--- src/rtl/microgreen_pkg.sv ---
// Shared FSM encoding and default timing constants for the
// HC-SR04 ranger and the downstream feature/BNN stages.
package microgreen_pkg;

  typedef enum logic [2:0] {
    ST_IDLE,
    ST_TRIG,
    ST_WAIT_ECHO,
    ST_MEASURE,
    ST_HOLDOFF
  } ur_state_t;

  localparam int UR_TRIG_CYCLES    = 250;
  localparam int UR_PERIOD_CYCLES  = 1500000;
  localparam int UR_TIMEOUT_CYCLES = 750000;
  localparam int UR_CM_DIV         = 1450;

  // Bits needed to hold values 0..n.
  function automatic int cnt_w(input int n);
    return (n < 1) ? 1 : $clog2(n + 1);
  endfunction

endpackage

--- src/rtl/ultrasonic_ranger_sync_2ff.sv ---
// Two-flop synchroniser with asynchronous active-low reset.
// Used to bring the raw ECHO pin into the clk domain.
module sync_2ff (
  input  logic clk,
  input  logic rst_n,
  input  logic i_d,
  output logic o_q
);

  logic r_meta;
  logic r_sync;

  always_ff @(posedge clk or negedge rst_n) begin
    if (!rst_n) begin
      r_meta <= 1'b0;
      r_sync <= 1'b0;
    end else begin
      r_meta <= i_d;
      r_sync <= r_meta;
    end
  end

  assign o_q = r_sync;

endmodule

--- src/rtl/ultrasonic_ranger.sv ---
// HC-SR04 ranger: periodic trigger, echo timing, divide-free
// conversion of echo width to centimetres with timeout handling.
module ultrasonic_ranger
  import microgreen_pkg::*;
#(
  parameter int TRIG_CYCLES    = UR_TRIG_CYCLES,
  parameter int PERIOD_CYCLES  = UR_PERIOD_CYCLES,
  parameter int TIMEOUT_CYCLES = UR_TIMEOUT_CYCLES,
  parameter int CM_DIV         = UR_CM_DIV
) (
  input  logic       clk,
  input  logic       rst_n,
  input  logic       ena,
  input  logic       echo_in,
  output logic       trig_out,
  output logic [7:0] distance_cm,
  output logic       dist_valid,
  output logic       dist_err,
  output logic       busy
);

  localparam int TW  = cnt_w(TRIG_CYCLES);
  localparam int PW  = cnt_w(PERIOD_CYCLES);
  localparam int TOW = cnt_w(TIMEOUT_CYCLES);
  localparam int SW  = cnt_w(CM_DIV);

  localparam logic [TW-1:0]  TRIG_LAST = TW'(TRIG_CYCLES - 1);
  localparam logic [PW-1:0]  PER_LAST  = PW'(PERIOD_CYCLES - 1);
  localparam logic [TOW-1:0] TMO_LAST  = TOW'(TIMEOUT_CYCLES - 1);
  localparam logic [SW-1:0]  SUB_LAST  = SW'(CM_DIV - 1);

  // Rise cycle already counts as one high cycle.
  localparam logic [SW-1:0]  SUB_INIT  = (CM_DIV == 1) ? '0 : SW'(1);
  localparam logic [7:0]     CM_INIT   = (CM_DIV == 1) ? 8'd1 : 8'd0;

  ur_state_t      r_state;
  logic           r_trig;
  logic [7:0]     r_dist;
  logic           r_valid;
  logic           r_err;
  logic           r_busy;
  logic           r_echo_d;
  logic [TW-1:0]  r_trig_cnt;
  logic [PW-1:0]  r_per;
  logic [TOW-1:0] r_tmo;
  logic [SW-1:0]  r_sub;
  logic [7:0]     r_cm;

  logic w_echo;
  logic w_rise;
  logic w_fall;

  sync_2ff u_sync (
    .clk   (clk),
    .rst_n (rst_n),
    .i_d   (echo_in),
    .o_q   (w_echo)
  );

  assign w_rise = w_echo & ~r_echo_d;
  assign w_fall = ~w_echo & r_echo_d;

  always_ff @(posedge clk or negedge rst_n) begin
    if (!rst_n) begin
      r_state    <= ST_IDLE;
      r_trig     <= 1'b0;
      r_dist     <= '0;
      r_valid    <= 1'b0;
      r_err      <= 1'b0;
      r_busy     <= 1'b0;
      r_echo_d   <= 1'b0;
      r_trig_cnt <= '0;
      r_per      <= '0;
      r_tmo      <= '0;
      r_sub      <= '0;
      r_cm       <= '0;
    end else begin
      r_valid  <= 1'b0;
      r_err    <= 1'b0;
      r_echo_d <= w_echo;
      if (r_per != PER_LAST) begin
        r_per <= r_per + 1'b1;
      end
      if (!ena) begin
        r_state <= ST_IDLE;
        r_trig  <= 1'b0;
        r_busy  <= 1'b0;
      end else begin
        case (r_state)
          ST_IDLE, ST_HOLDOFF: begin
            if (r_state == ST_IDLE || r_per == PER_LAST) begin
              r_state    <= ST_TRIG;
              r_trig     <= 1'b1;
              r_busy     <= 1'b1;
              r_per      <= '0;
              r_trig_cnt <= '0;
            end
          end
          ST_TRIG: begin
            if (r_trig_cnt == TRIG_LAST) begin
              r_state <= ST_WAIT_ECHO;
              r_trig  <= 1'b0;
              r_tmo   <= '0;
            end else begin
              r_trig_cnt <= r_trig_cnt + 1'b1;
            end
          end
          ST_WAIT_ECHO: begin
            if (w_rise) begin
              r_state <= ST_MEASURE;
              r_tmo   <= TOW'(1);
              r_sub   <= SUB_INIT;
              r_cm    <= CM_INIT;
            end else if (r_tmo >= TMO_LAST) begin
              r_state <= ST_HOLDOFF;
              r_busy  <= 1'b0;
              r_dist  <= 8'hFF;
              r_err   <= 1'b1;
            end else begin
              r_tmo <= r_tmo + 1'b1;
            end
          end
          ST_MEASURE: begin
            if (w_fall) begin
              r_state <= ST_HOLDOFF;
              r_busy  <= 1'b0;
              r_dist  <= r_cm;
              r_valid <= 1'b1;
            end else if (r_tmo >= TMO_LAST) begin
              r_state <= ST_HOLDOFF;
              r_busy  <= 1'b0;
              r_dist  <= 8'hFF;
              r_err   <= 1'b1;
            end else begin
              r_tmo <= r_tmo + 1'b1;
              if (r_sub == SUB_LAST) begin
                r_sub <= '0;
                if (r_cm != 8'hFF) begin
                  r_cm <= r_cm + 1'b1;
                end
              end else begin
                r_sub <= r_sub + 1'b1;
              end
            end
          end
          default: begin
            r_state <= ST_IDLE;
            r_trig  <= 1'b0;
            r_busy  <= 1'b0;
          end
        endcase
      end
    end
  end

  assign trig_out    = r_trig;
  assign distance_cm = r_dist;
  assign dist_valid  = r_valid;
  assign dist_err    = r_err;
  assign busy        = r_busy;

endmodule

--- config.mk ---
export PLATFORM = sky130hd
export DESIGN_NAME = ultrasonic_ranger
export DESIGN_NICKNAME = d
export VERILOG_FILES = /design/src/rtl/microgreen_pkg.sv /design/src/rtl/ultrasonic_ranger_sync_2ff.sv /design/src/rtl/ultrasonic_ranger.sv
export SDC_FILE = /design/constraint.sdc
export NUM_CORES = 1
export LEC_CHECK = 0
export CAP_MARGIN = 20
export CORE_ASPECT_RATIO = 0.8
export CORE_UTILIZATION = 57
export CTS_BUF_LIST = sky130_fd_sc_hd__clkbuf_8
export DETAILED_ROUTE_END_ITERATION = 8
export PLACE_DENSITY = 0.78
export SYNTH_ARGS = -nofsm -noshare
export SYNTH_HDL_FRONTEND = slang
export SYNTH_SLANG_ARGS = --single-unit
--- constraint.sdc ---
create_clock -name clk -period 2.2 [get_ports clk]
set_input_delay 0.44 -clock clk [delete_from_list [all_inputs] [get_ports clk]]
set_output_delay 0.44 -clock clk [all_outputs]
set_load 0.05 [all_outputs]
==> results of run 1 <==
## worst max-delay path, stage by stage (launching register included)
cell	delay, ns
sky130_fd_sc_hd__dfrtp_1	0.39
sky130_fd_sc_hd__ha_2	0.20
sky130_fd_sc_hd__nand4_1	0.09
sky130_fd_sc_hd__or4_4	0.14
sky130_fd_sc_hd__a21oi_2	0.07
sky130_fd_sc_hd__buf_4	0.16
sky130_fd_sc_hd__or4_4	0.55
sky130_fd_sc_hd__or4_4	0.50
sky130_fd_sc_hd__nand2_2	0.08
## cell type report
cell class / count / area share, %
Timing Repair Buffer: 96 / 13.8
Clock inverter: 7 / 1.40
Inverter: 8 / 0.526
Multi-Input combinational cell: 368 / 42.1
Clock buffer: 9 / 2.17
Sequential cell: 86 / 37.7
Tap cell: 105 / 2.30
## timing repair
action / in CTS / in global routing
endpoints found under the setup margin: 11 / 28
hold buffers: 0 / 0
resized for setup: 5 / 27
setup buffers: 1 / 5
hold endpoints to repair: 0 / 0
cloned: 0 / 1
pin swaps: 1 / 12
## registers in the layout (all words and copies together) (netlist names), 3 cells and up
name         flops
distance_cm      8
r_cm             8
r_per           21
r_state          3
r_sub           11
r_tmo           20
r_trig_cnt       8
## power groups by stage
stage / clock [mW] / sequential [mW] / combinational, mW
final: 1.14 / 1.66 / 0.208
after floorplan: 0 / 1.70 / 0.0903
after detailed placement: 0 / 1.69 / 0.202
after CTS: 1.16 / 1.66 / 0.205
after global placement: 0 / 1.69 / 0.195
after global routing: 1.23 / 1.67 / 0.239
## worst paths after layout
| path | endpoint | slack, ns |
|---|---|---|
| worst max-delay path | r_cm[5] | -0.04 |
| worst min-delay path | r_per[2] | 0.04 |
| worst max register to register | r_cm[5] | -0.04 |
| worst min register to register | u_sync.o_q | 0.36 |
| max in group asynchronous | dist_err | 1.52 |
| min in group clk | u_sync.o_q | 0.36 |
## metal layers
layer  part of all wire, %  vias up  global-route usage [%]
li1                      -     1923                       -
met4                   1.7        0                    9.71
met1                    45     2017                    37.9
met3                   5.2       17                    5.96
met5                     0        -                       0
met2                    48      120                    45.4
## stage by stage
step           cells  total power [mW]  area, um2  utilization, %  worst slack, ns
6_report         679              3.01       5710            75.5          -0.0421
5_1_grt          679              3.13       5710            75.5          -0.0985
4_1_cts          673              3.03       5550            73.3         0.000571
3_5_place_dp     656              1.90       5320            70.3           -0.199
3_3_place_gp     656              1.88       5320            70.3           -0.165
2_1_floorplan    479              1.79       4550               -           0.0530
## cell usage in the layout (no fill, tap or decap), types with 3 or more instances in the layout
master / netlist / layout
sky130_fd_sc_hd__xnor2_1: 24 / 24
sky130_fd_sc_hd__nand2_1: 40 / 38
sky130_fd_sc_hd__clkbuf_8: 0 / 9
sky130_fd_sc_hd__nor3b_1: 3 / 3
sky130_fd_sc_hd__a31o_2: 5 / 5
sky130_fd_sc_hd__and2_1: 5 / 5
sky130_fd_sc_hd__and3_1: 14 / 14
sky130_fd_sc_hd__ha_1: 7 / 5
sky130_fd_sc_hd__o21a_1: 3 / 3
sky130_fd_sc_hd__nor4_1: 7 / 4
sky130_fd_sc_hd__nor3_1: 8 / 7
sky130_fd_sc_hd__nand3_1: 36 / 36
sky130_fd_sc_hd__inv_1: 8 / 8
sky130_fd_sc_hd__dfrtp_1: 86 / 85
sky130_fd_sc_hd__o31ai_1: 3 / 3
sky130_fd_sc_hd__buf_4: 2 / 77
sky130_fd_sc_hd__a21oi_1: 27 / 23
sky130_fd_sc_hd__o21ai_0: 20 / 19
sky130_fd_sc_hd__xor2_1: 11 / 11
sky130_fd_sc_hd__nand4_1: 11 / 11
sky130_fd_sc_hd__o211ai_1: 5 / 5
sky130_fd_sc_hd__o22a_1: 8 / 8
sky130_fd_sc_hd__nand4b_1: 3 / 3
sky130_fd_sc_hd__and4_1: 4 / 4
sky130_fd_sc_hd__or3_1: 13 / 11
sky130_fd_sc_hd__or4_1: 10 / 4
sky130_fd_sc_hd__a21oi_2: 3 / 6
sky130_fd_sc_hd__or4_4: 0 / 6
sky130_fd_sc_hd__a211oi_1: 5 / 5
sky130_fd_sc_hd__clkdlybuf4s50_1: 0 / 14
sky130_fd_sc_hd__nor4_2: 0 / 3
sky130_fd_sc_hd__nor2_1: 57 / 57
## logic make-up after synthesis
| kind of cell | Yosys count |
|---|---|
| xor+xnor | 35 |
| fa+ha+maj | 8 |
| flops | 86 |
| mux | 2 |
| compound gates | 92 |
| buf+inv | 25 |
| simple gates | 231 |
==> metrics list, run 1 <==
- After detailed routing, the average wire length per cell comes to 15.9 um.
* Final critical-path share of the clock period: 102%
- Fin. max-slew vios: 0
* Std cell rows: 28
* Main combinational cell family by area after synthesis: simple AND/OR/NAND/NOR gates
- Clock root buffer master: sky130_fd_sc_hd__clkbuf_8
* Sequential element share of the synthesized area: between 40% and 50%
- The floorplan step defined a die boundary enclosing 8340 um2.
- Final setup violation count: 1
- Number of antenna cells inserted: 0
* Fraction of registers with async set/reset: 100%
* DRC Markers: 0
- Startpoint types: register
- Buffers inserted during clock tree synthesis total 9.
- Multi-input gate area: approximately 2400 um2
* Final min period: around 2.2 ns
* Count of clock tree sinks: 86
- Post-Synthesis Net Count: between 400 and 500
* Routed via count divided by cell count: about 6.0
- Measured along the x axis, the die boundary spans between 100 and 150 um.
* Effective utilization at floorplan: around three fifths
- Share of cells above drive strength 1: between 20 and 25%
- Net switching power: ~0.77 mW
- For this run, the total global-route usage over all layers was measured as roughly 28%.
- CP max FO: 6
- Maximum number of pins on one net before global-route repair: 43
- The first detailed-routing pass ran for 4 iterations.
- The die is ~82 um tall.
- In the synthesized netlist, the cells that appear most often are sky130_fd_sc_hd__dfrtp_1, sky130_fd_sc_hd__nor2_1, sky130_fd_sc_hd__nand2_1, sky130_fd_sc_hd__nand3_1, sky130_fd_sc_hd__a21oi_1.
- In this run the worst setup path begins at r_tmo[0].
* RSZ-0062 raised after global routing: true
* Xor/xnor cell area share of the yosys netlist: 6.74%
- sky130_fd_sc_hd__dfrtp_1 takes more of the synthesized area than any other cell.
- The initial antenna violation count is 0.
* Setup TNS: -0.0421 ns
- Routability-driven placement finished with a final weighted congestion of between 0.8 and 0.9.
- Cell internal pwr: around 2.2 mW
* Synth Register Bits: 86
- Portion of total power attributed to sequential cells: a little under three fifths
- Length in cells of the worst reg-to-reg path: 8
- After Yosys synthesis, full adders, half adders and majority gates account for 2.15% of the synthesized area.
- The worst setup path is of the register to register kind.
- Filler cells: 548
- Source of the worst register-to-register timing path: r_tmo[0]
- Main synth FF type: sky130_fd_sc_hd__dfrtp_1
- Req. time, crit path: approximately 2.5 ns
- The clock passes through at most 2 buffers.
* Final hold vios: 0
* Total number of vias: between 4000 and 5000
* Number of library cell types mapped by synthesis: 59
* Highest achievable clock rate: about 450 MHz
- The mapped netlist covers approximately 4500 um2.
* Crit end category: register
- Leading post-synthesis cells by cell area: sky130_fd_sc_hd__dfrtp_1, sky130_fd_sc_hd__nor2_1, sky130_fd_sc_hd__xnor2_1
- For this design the ratio of total power to cell area is ~530 nW/um2.
- Result of the run: finished with violations
* Area fraction of the dominant cell type after synthesis: ~47%
* Core Footprint: about 7600 um2
- The final reports fail on negative setup slack.
* Antenna Nets Post-Route: 0
* Synth warn: 0
* Via count of the first global-routing pass: between 3000 and 4000
* Static leakage: 2.55 nW
* Overflow after GRT: 0
- Number of violations of the max-capacitance limit: 0
- Proportion of synthesized area in mux cells: less than 1%
* Total Nets Final: between 500 and 600
* DR iter-0 viols: 191
* Clock latency on the worst-skew pair: between 0.3 and 0.4 ns
- IO Pins: 16
* Slack of the critical path: -0.0421 ns
- Maximum level of the CTS H-tree: 3
- During placement, the flow inserted port buffers numbering 15.
- The worst pin sits at a relative slew slack of 63.6%.
* Switching fraction of total power: between 20% and 30%
* Worst Skew: between 0.006 and 0.007 ns
- Wire length of the first global-routing pass: approximately 18000 um
* TritonCTS clock tree: built
* Avg Inst Size Synth: approximately 9.5 um2
* Slew of the pin with the lowest slew margin: 0.547 ns
* Dominant cell by count in the synthesized netlist: sky130_fd_sc_hd__dfrtp_1
* Clock-pin slew on the worst setup and hold paths: roughly 0.09 ns
- Part of the power in the clock network: 37.9%
* HP Class: input port to asynchronous set/reset pin
* Compound-Gate Fraction of Synth Area: between 10% and 20%
- Syn Inst Count: between 400 and 500
- Arr. time, crit path: ~2.6 ns
- Synthesized-area fraction occupied by and/or/nand/nor cells: between 20% and 30%
- Per report_power, the combinational group accounts for approximately 7% of the total.
- IR analysis of the VDD net gives a maximum drop of about 0.42 mV.
- Worst slack on hold paths: 0.0436 ns
- HPWL after DPL: about 7600 um
* Area growth syn-to-layout: 25.6%
* Post-synth EDFFs: 0
* Drt total wl: 10800 um
- Area used by sequential logic in the layout: ~2200 um2
(Power assumes the default switching activity.)
==> run 2: changes to the inputs <==
Settings changed: HOLD_SLACK_MARGIN from default to 0.1.
==> run 2 against run 1 <==
The run still ends with negative setup slack left. Sequential cell count did not move. Combinational power increased by 3%. Cell area is 0.18% higher. Critical path depth shrank 1. Fmax decreased by 0.43%. Total power rose by 0.31%. Critical path type unchanged. Critical endpoint unchanged.
==> metrics list, run 2 (synthesized netlist as in run 1, its figures left out) <==
- Setup repair after global routing could not meet its margin everywhere.
- Area growth syn-to-layout: 25.8%
- Per report_power, the sequential group accounts for 55.0% of the total.
- Setup violations remaining at the end of the flow were counted as 2.
- The number of hold violations in the final report is 0.
- The library cells used most frequently in the layout, excluding fill and tap cells, are sky130_fd_sc_hd__dfrtp_1, sky130_fd_sc_hd__buf_4, sky130_fd_sc_hd__nor2_1, sky130_fd_sc_hd__nand2_1, sky130_fd_sc_hd__nand3_1.
* Critical path's most frequent cell: sky130_fd_sc_hd__or4_4
* Switching fraction of total power: between 20% and 30%
- Maximum level of the CTS H-tree: 3
- Max Buffers Root-to-Sink: 2
* HP Class: register to register
- Across every metal layer, demand over resource in global routing totals 28.2%.
* Gate power share: 7.1%
- Timing would allow up to about 440 MHz.
* Via count of the first global-routing pass: just under 4000
- The finished layout holds 680 standard cells, fillers aside.
- The floorplan has 28 rows.
- By startpoint and endpoint, the worst setup path is classified as register to register.
* Setup TNS: -0.0518 ns
- Along the worst path, the maximum fanout reaches 6.
- Worst-case headroom to the max-slew limit: a little under two thirds
- The clock reaches the later pin of the worst-skew pair after roughly 0.37 ns.
- After detailed routing, the average wire length per cell comes to 16.0 um.
- Core Util, Final: around three quarters
- Leading cell type in the layout, fill and taps excluded: sky130_fd_sc_hd__dfrtp_1
- Clock buffer count from CTS: 9
- Failing checks: negative setup slack
- Top register by number of flip-flops: r_per
- Number of violations of the max-capacitance limit: 0
* Worst Skew: about 0.0083 ns
- At the pin with the least slew margin, the transition time is roughly 0.54 ns.
* IR Drop Worst-Case VDD: around 0.42 mV
- Dividing total power by cell area gives a power density of roughly 530 nW/um2.
- Cell family contributing the most delay on the critical path: simple AND/OR/NAND/NOR gates
* Flip-flop count of the largest register after layout: 21
- Routed via count divided by cell count: 5.97
* DR iter-0 viols: about 180
* Area of the die: 8340 um2
- The wire-length estimate of the detail-placed layout is 7610 um.
* Final critical-path share of the clock period: 102%
- Fin. max-slew vios: 0
* Vertical die dimension: approximately 82 um
- The clock network is responsible for a little under two fifths of the overall power.
* Number of antenna cells inserted: 0
- After global routing the overflow that remains totals 0.
- Result of the run: finished with violations
* Highest cell delay on the worst timing path: about 0.55 ns
* Effective utilization at floorplan: between 60% and 70%
- STA classifies the critical path startpoint as a register.
- Post-place setup slack: -0.199 ns
- The internal portion of the total power is roughly 2.2 mW.
* Maximum number of pins on one net before global-route repair: between 40 and 50
- Total Nets Final: between 500 and 600
- In this run the tool buffered the top-level ports with 15 buffer cells.
* Final RePlAce weighted congestion: 0.892
* Clock root buffer master: sky130_fd_sc_hd__clkbuf_8
- For this run, design rule violations remaining after detail routing come to 0.
* Net switching power: 0.777 mW
- Clock-pin slew on the worst setup and hold paths: 0.09 ns
- TritonCTS built the clock tree.
- Req. time, crit path: ~2.5 ns
* Cells after DPL: around 660
- Arr. time, crit path: approximately 2.6 ns
* Number of antenna violations at the first check in global routing: 0
- Cell-by-cell trace of the critical path: nor3_2 > o21a_1 > a21oi_2 > buf_4 > or4_4 > or4_4 > nand2_2
- Core Footprint: approximately 7600 um2
- The first global-routing pass estimated 18200 um of wire.
- Final min period: about 2.3 ns
- The analysis attributes to cell leakage a power of roughly 2.5 nW.
- The final layout contains routed wiring with a total length of 10900 um.
* First-pass DRT Iterations: 4
- In the post-route analysis, the smallest setup slack over all paths is -0.0517 ns.
- The largest individual stage delay along the critical path comes from the cell sky130_fd_sc_hd__or4_4.
* Antenna Nets Post-Route: 0
* Crit end category: register
* IO Pins: 16
- Share of cells above drive strength 1: between 20 and 25%
- Together, buffers and inverters on the worst path number 1.
* Die width: 102 um
- The routed layout has between 4000 and 5000 vias.
- Fill cells in the final layout number ~550.
- Registers with the most flip-flops: r_per: 21 flops, r_tmo: 20 flops, r_sub: 11 flops
- Count of clock tree sinks: 86
run 2: cell types whose count changed in the layout (fill, tap and decap cells not counted):
cell,delta
sky130_fd_sc_hd__dlygate4sd3_1,+1
run 2: power by group through the flow:
stage	logic [mW]	registers [mW]	clock network, mW
after CTS	0.206	1.66	1.16
after detailed placement	0.202	1.69	0
final	0.214	1.66	1.14
after floorplan	0.0903	1.70	0
after global routing	0.243	1.67	1.23
after global placement	0.195	1.69	0
run 2: path summary, 6_finish.rpt:
check | from | to | slack, ns | depth (start not counted)
max | r_tmo[11] | r_cm[5] | -0.05 | 7
min | u_sync.r_meta | u_sync.o_q | 0.37 | 0
max reg2reg | r_tmo[11] | r_cm[5] | -0.05 | 7
min reg2reg | u_sync.r_meta | u_sync.o_q | 0.37 | 0
max in group asynchronous | rst_n | dist_err | 0.98 | 3
min in group asynchronous | rst_n | r_per[3] | 0.59 | 2
run 2: final cells by class:
cell class	instances	area (um2)	area share [%]
clock buffer	9	124	2.17
clock inverter	7	80.1	1.40
inverter	8	30.0	0.525
multi-input combinational	368	2410	42.1
sequential	86	2150	37.6
tap	105	131	2.30
timing repair buffer	97	796	13.9
run 2: through the flow:
step	hold slack (ns)	power [mW]	area (um2)
2_1_floorplan	0.144	1.79	4550
3_3_place_gp	0.348	1.88	5320
3_5_place_dp	0.345	1.90	5320
4_1_cts	0.365	3.03	5560
5_1_grt	0.374	3.14	5720
6_report	0.370	3.02	5720
run 2: metal layers:
| metal | share of wire [%] | track usage, % | vias up |
|---|---|---|---|
| met5 | 0 | 0 | - |
| li1 | - | - | 1929 |
| met1 | 46 | 37.8 | 2006 |
| met3 | 4.5 | 5.96 | 15 |
| met2 | 48 | 45.9 | 107 |
| met4 | 1.6 | 9.71 | 0 |
run 2: what timing repair did:
action,CTS,global route
endpoints found under the setup margin,11,28
endpoints found under the hold margin,38,0
cloned,0,1
hold buffers,1,0
setup buffers,1,5
gates resized for setup,5,27
pin swaps,1,12
==> run 3: changes to the inputs <==
Settings changed: CORE_UTILIZATION 57 to 65, CTS_BUF_LIST sky130_fd_sc_hd__clkbuf_8 to sky130_fd_sc_hd__clkbuf_8 sky130_fd_sc_hd__clkbuf_16, PLACE_DENSITY 0.78 to default, PLACE_DENSITY_LB_ADDON from default to 0.12.
Clock period 2.2 ns to 2.91 ns, I/O delays scaled along.
==> run 3 against run 2 <==
The flow now finishes without violations. Critical path depth is the same. Sequential share of layout area grew 4.9 points. Sequential power is 24% lower. Total power fell by 22%. Sequential cell count unchanged.
==> metrics list, run 3 (synthesized netlist as in run 1, its figures left out) <==
* Drt total wl: 9970 um
- Counting buffers and inverters, the worst setup path is 7 cells deep.
- Clock root buffer master: sky130_fd_sc_hd__clkbuf_8
* Final RePlAce weighted congestion: ~0.85
- Arr. time, crit path: roughly 3.0 ns
- Number of antenna violations at the first check in global routing: 0
* Cell family contributing the most delay on the critical path: compound AO/OA/AOI/OAI gates
* Leading cell type in the layout, fill and taps excluded: sky130_fd_sc_hd__dfrtp_1
- The H-tree was split into 3 levels.
* Final setup violation count: 0
* Switching fraction of total power: around 24%
* DR iter-0 viols: about 260
- Number of violations of the max-capacitance limit: 0
- The via count of the first global-routing pass came to between 3000 and 4000.
- Count of clock tree sinks: 86
* Most used cells in the layout excluding fill and tap cells: sky130_fd_sc_hd__dfrtp_1, sky130_fd_sc_hd__nor2_1, sky130_fd_sc_hd__nand2_1, sky130_fd_sc_hd__nand3_1, sky130_fd_sc_hd__a21oi_1
- Slack of the critical path: around 0.17 ns
* Max stage delay cell, worst path: sky130_fd_sc_hd__a21oi_2
* Worst slack on hold paths: around 0.18 ns
- Global-route usage over all layers: 30.1%
- For this run, the slowest stage of the critical path takes 0.55 ns.
- Std cell rows: 26
* Net switching power: roughly 0.57 mW
* Critical path's most frequent cell: sky130_fd_sc_hd__a21oi_2
* Non-filler instance count after layout: 588
- For the pin with the worst max-slew slack, the measured transition is between 0.6 and 0.7 ns.
- Post-place setup slack: approximately 0.25 ns
- Setup TNS: 0 ns
- Clock latency on the worst-skew pair, taken at its later pin, is 0.36 ns.
* DRC Markers: 0
- Hold repair after CTS inserted 0 buffers.
* Top register by number of flip-flops: r_per
* Portion of total power attributed to sequential cells: roughly 54%
- Cell internal pwr: approximately 1.8 mW
- The worst setup path is of the register to register kind.
* Finished Cell Area: a little over 5000 um2
* Fin. max-slew vios: 0
- Overflow after GRT: 0
- Clock-pin slew was measured on the worst setup and hold paths at 0.09 ns.
* Final min period: 2.74 ns
- Of the available clock period, the critical path in the final layout requires 94.1%.
- Gate power share: around 5.2%
- Worst Skew: around 0.011 ns
* IO Pins: 16
* Maximum number of pins on one net before global-route repair: roughly 50
- Cell-by-cell trace of the critical path: ha_1 > nand4_1 > or4_1 > a21oi_2 > o31ai_1 > a21oi_2 > o22a_1
- In the final layout, the share of cells above drive strength 1 is under 10%.
- Counting along the longest clock path gives a buffer depth of 2.
* Core Footprint: 6570 um2
- For this run, the post-layout net count is 510.
- The worst pin sits at a relative slew slack of a little over half.
- Of all nets on the critical path, the largest fanout is 16.
- In the final layout, the registers with the most flip-flops are r_per: 21 flops, r_tmo: 20 flops, r_sub: 11 flops.
* Part of the power in the clock network: 41.2%
- Bufs and invs on worst path: 0
- Final hold vios: 0
* Result of the run: complete, no violations
- Source of the worst register-to-register timing path: r_tmo[0]
- TritonCTS clock tree: built
- The first TritonRoute pass finished after 5 iterations.
- CP Launch Point: r_tmo[0]
- The endpoint identified for the worst register-to-register timing path is distance_cm[6].
* HPWL after DPL: between 6000 and 7000 um
- Highest achievable clock rate: 365 MHz
- STA puts the critical path data required time at 3.21 ns.
* IR Drop Worst-Case VDD: between 0.3 and 0.4 mV
- The routed layout has between 3000 and 4000 vias.
- Area growth syn-to-layout: 11.3%
- Post-placement cell area: 4830 um2
- Critical path endpoint: distance_cm[6]
* Antenna Nets Post-Route: 0
- The floorplan step defined a die boundary enclosing 7340 um2.
* Pwr per Cell Area: between 400 and 500 nW/um2
* Length in cells of the worst reg-to-reg path: 7
- Gates resized during post-CTS repair numbered 0.
- HP Class: input port to asynchronous set/reset pin
* Number of buffers inserted by post-CTS setup repair: 0
* RSZ-0062 raised after global routing: false
* Clock buffer count from CTS: 9
- Filler cells: approximately 440
- The floorplan step set the die width to between 90 and 100 um.
- STA classifies the critical path endpoint as a register.
- 0 antenna diodes ended up in the layout.
- In the routed layout, each cell is associated on average with a via count of 6.46.
- Vertical die dimension: around 77 um
- Once placement completed, the tool counted placed cells totaling approximately 570.
- Static leakage: 2.18 nW
* Flip-flop count of the largest register after layout: 21
* WL per Instance: about 17 um
- STA classifies the critical path startpoint as a register.
* Number of buffers added on ports: 15
* Effective utilization at floorplan: between 60 and 70%
- For flop-to-flop paths, the worst setup slack is between 0.15 and 0.2 ns.
- Wire length of the first global-routing pass: 17200 um
==> run 3: cell count changes in the layout (fill, tap and decap cells not counted), moves of 3 or more <==
cell                      before  now
sky130_fd_sc_hd__buf_4        77   10
sky130_fd_sc_hd__or4_1         4   10
sky130_fd_sc_hd__or4_4         6    0
sky130_fd_sc_hd__a21oi_1      23   27
sky130_fd_sc_hd__a21oi_2       6    3
sky130_fd_sc_hd__nor4_1        4    7
sky130_fd_sc_hd__nor4_2        3    0
==> run 3: power groups by stage <==
stage          clock [mW]  sequential, mW  combinational [mW]
6_report            0.971            1.26               0.122
5_1_grt              1.02            1.27               0.142
4_1_cts             0.978            1.26               0.125
3_5_place_dp            0            1.28               0.124
3_3_place_gp            0            1.28               0.120
2_1_floorplan           0            1.28              0.0683
==> run 3: routing by layer <==
layer	routed length [um]	GRT usage (%)
met5	0	0
met3	525	5.36
met4	144	7.91
met2	4610	45.5
met1	4690	44.7
==> run 3: how the worst min path moves through the flow <==
stage                  startpoint    endpoint  slack [ns]  cells after the start
finish                      rst_n   r_per[15]        0.18                      1
global route                rst_n     r_cm[7]        0.22                      1
CTS                         rst_n   r_per[15]        0.20                      1
detailed placement  u_sync.r_meta  u_sync.o_q        0.34                      0
global placement    u_sync.r_meta  u_sync.o_q        0.33                      0
floorplan                   rst_n        busy        0.29                      0
==> run 3: cell type report <==
class / instances / area (um2) / area share [%]
Clock inverter: 6 / 93.8 / 1.85
Tap cell: 84 / 105 / 2.08
Inverter: 8 / 30.0 / 0.593
Timing Repair Buffer: 26 / 255 / 5.04
Multi-Input combinational cell: 368 / 2290 / 45.2
Clock buffer: 10 / 138 / 2.72
Sequential cell: 86 / 2150 / 42.5
==> run 3: stage by stage <==
| step | power, mW | utilization, % |
|---|---|---|
| 5_1_grt | 2.43 | 77.0 |
| 4_1_cts | 2.36 | 77.0 |
| 2_1_floorplan | 1.35 | - |
| 6_report | 2.35 | 77.0 |
| 3_5_place_dp | 1.41 | 73.5 |
| 3_3_place_gp | 1.40 | 73.5 |
==> run 3: worst reg2reg max path, cell delays in order (launching register included) <==
cell and delay (ns):
sky130_fd_sc_hd__dfrtp_1 0.43, sky130_fd_sc_hd__ha_1 0.23, sky130_fd_sc_hd__nand4_1 0.10, sky130_fd_sc_hd__or4_1 0.50, sky130_fd_sc_hd__a21oi_2 0.55, sky130_fd_sc_hd__o31ai_1 0.21, sky130_fd_sc_hd__a21oi_2 0.43, sky130_fd_sc_hd__o22a_1 0.22
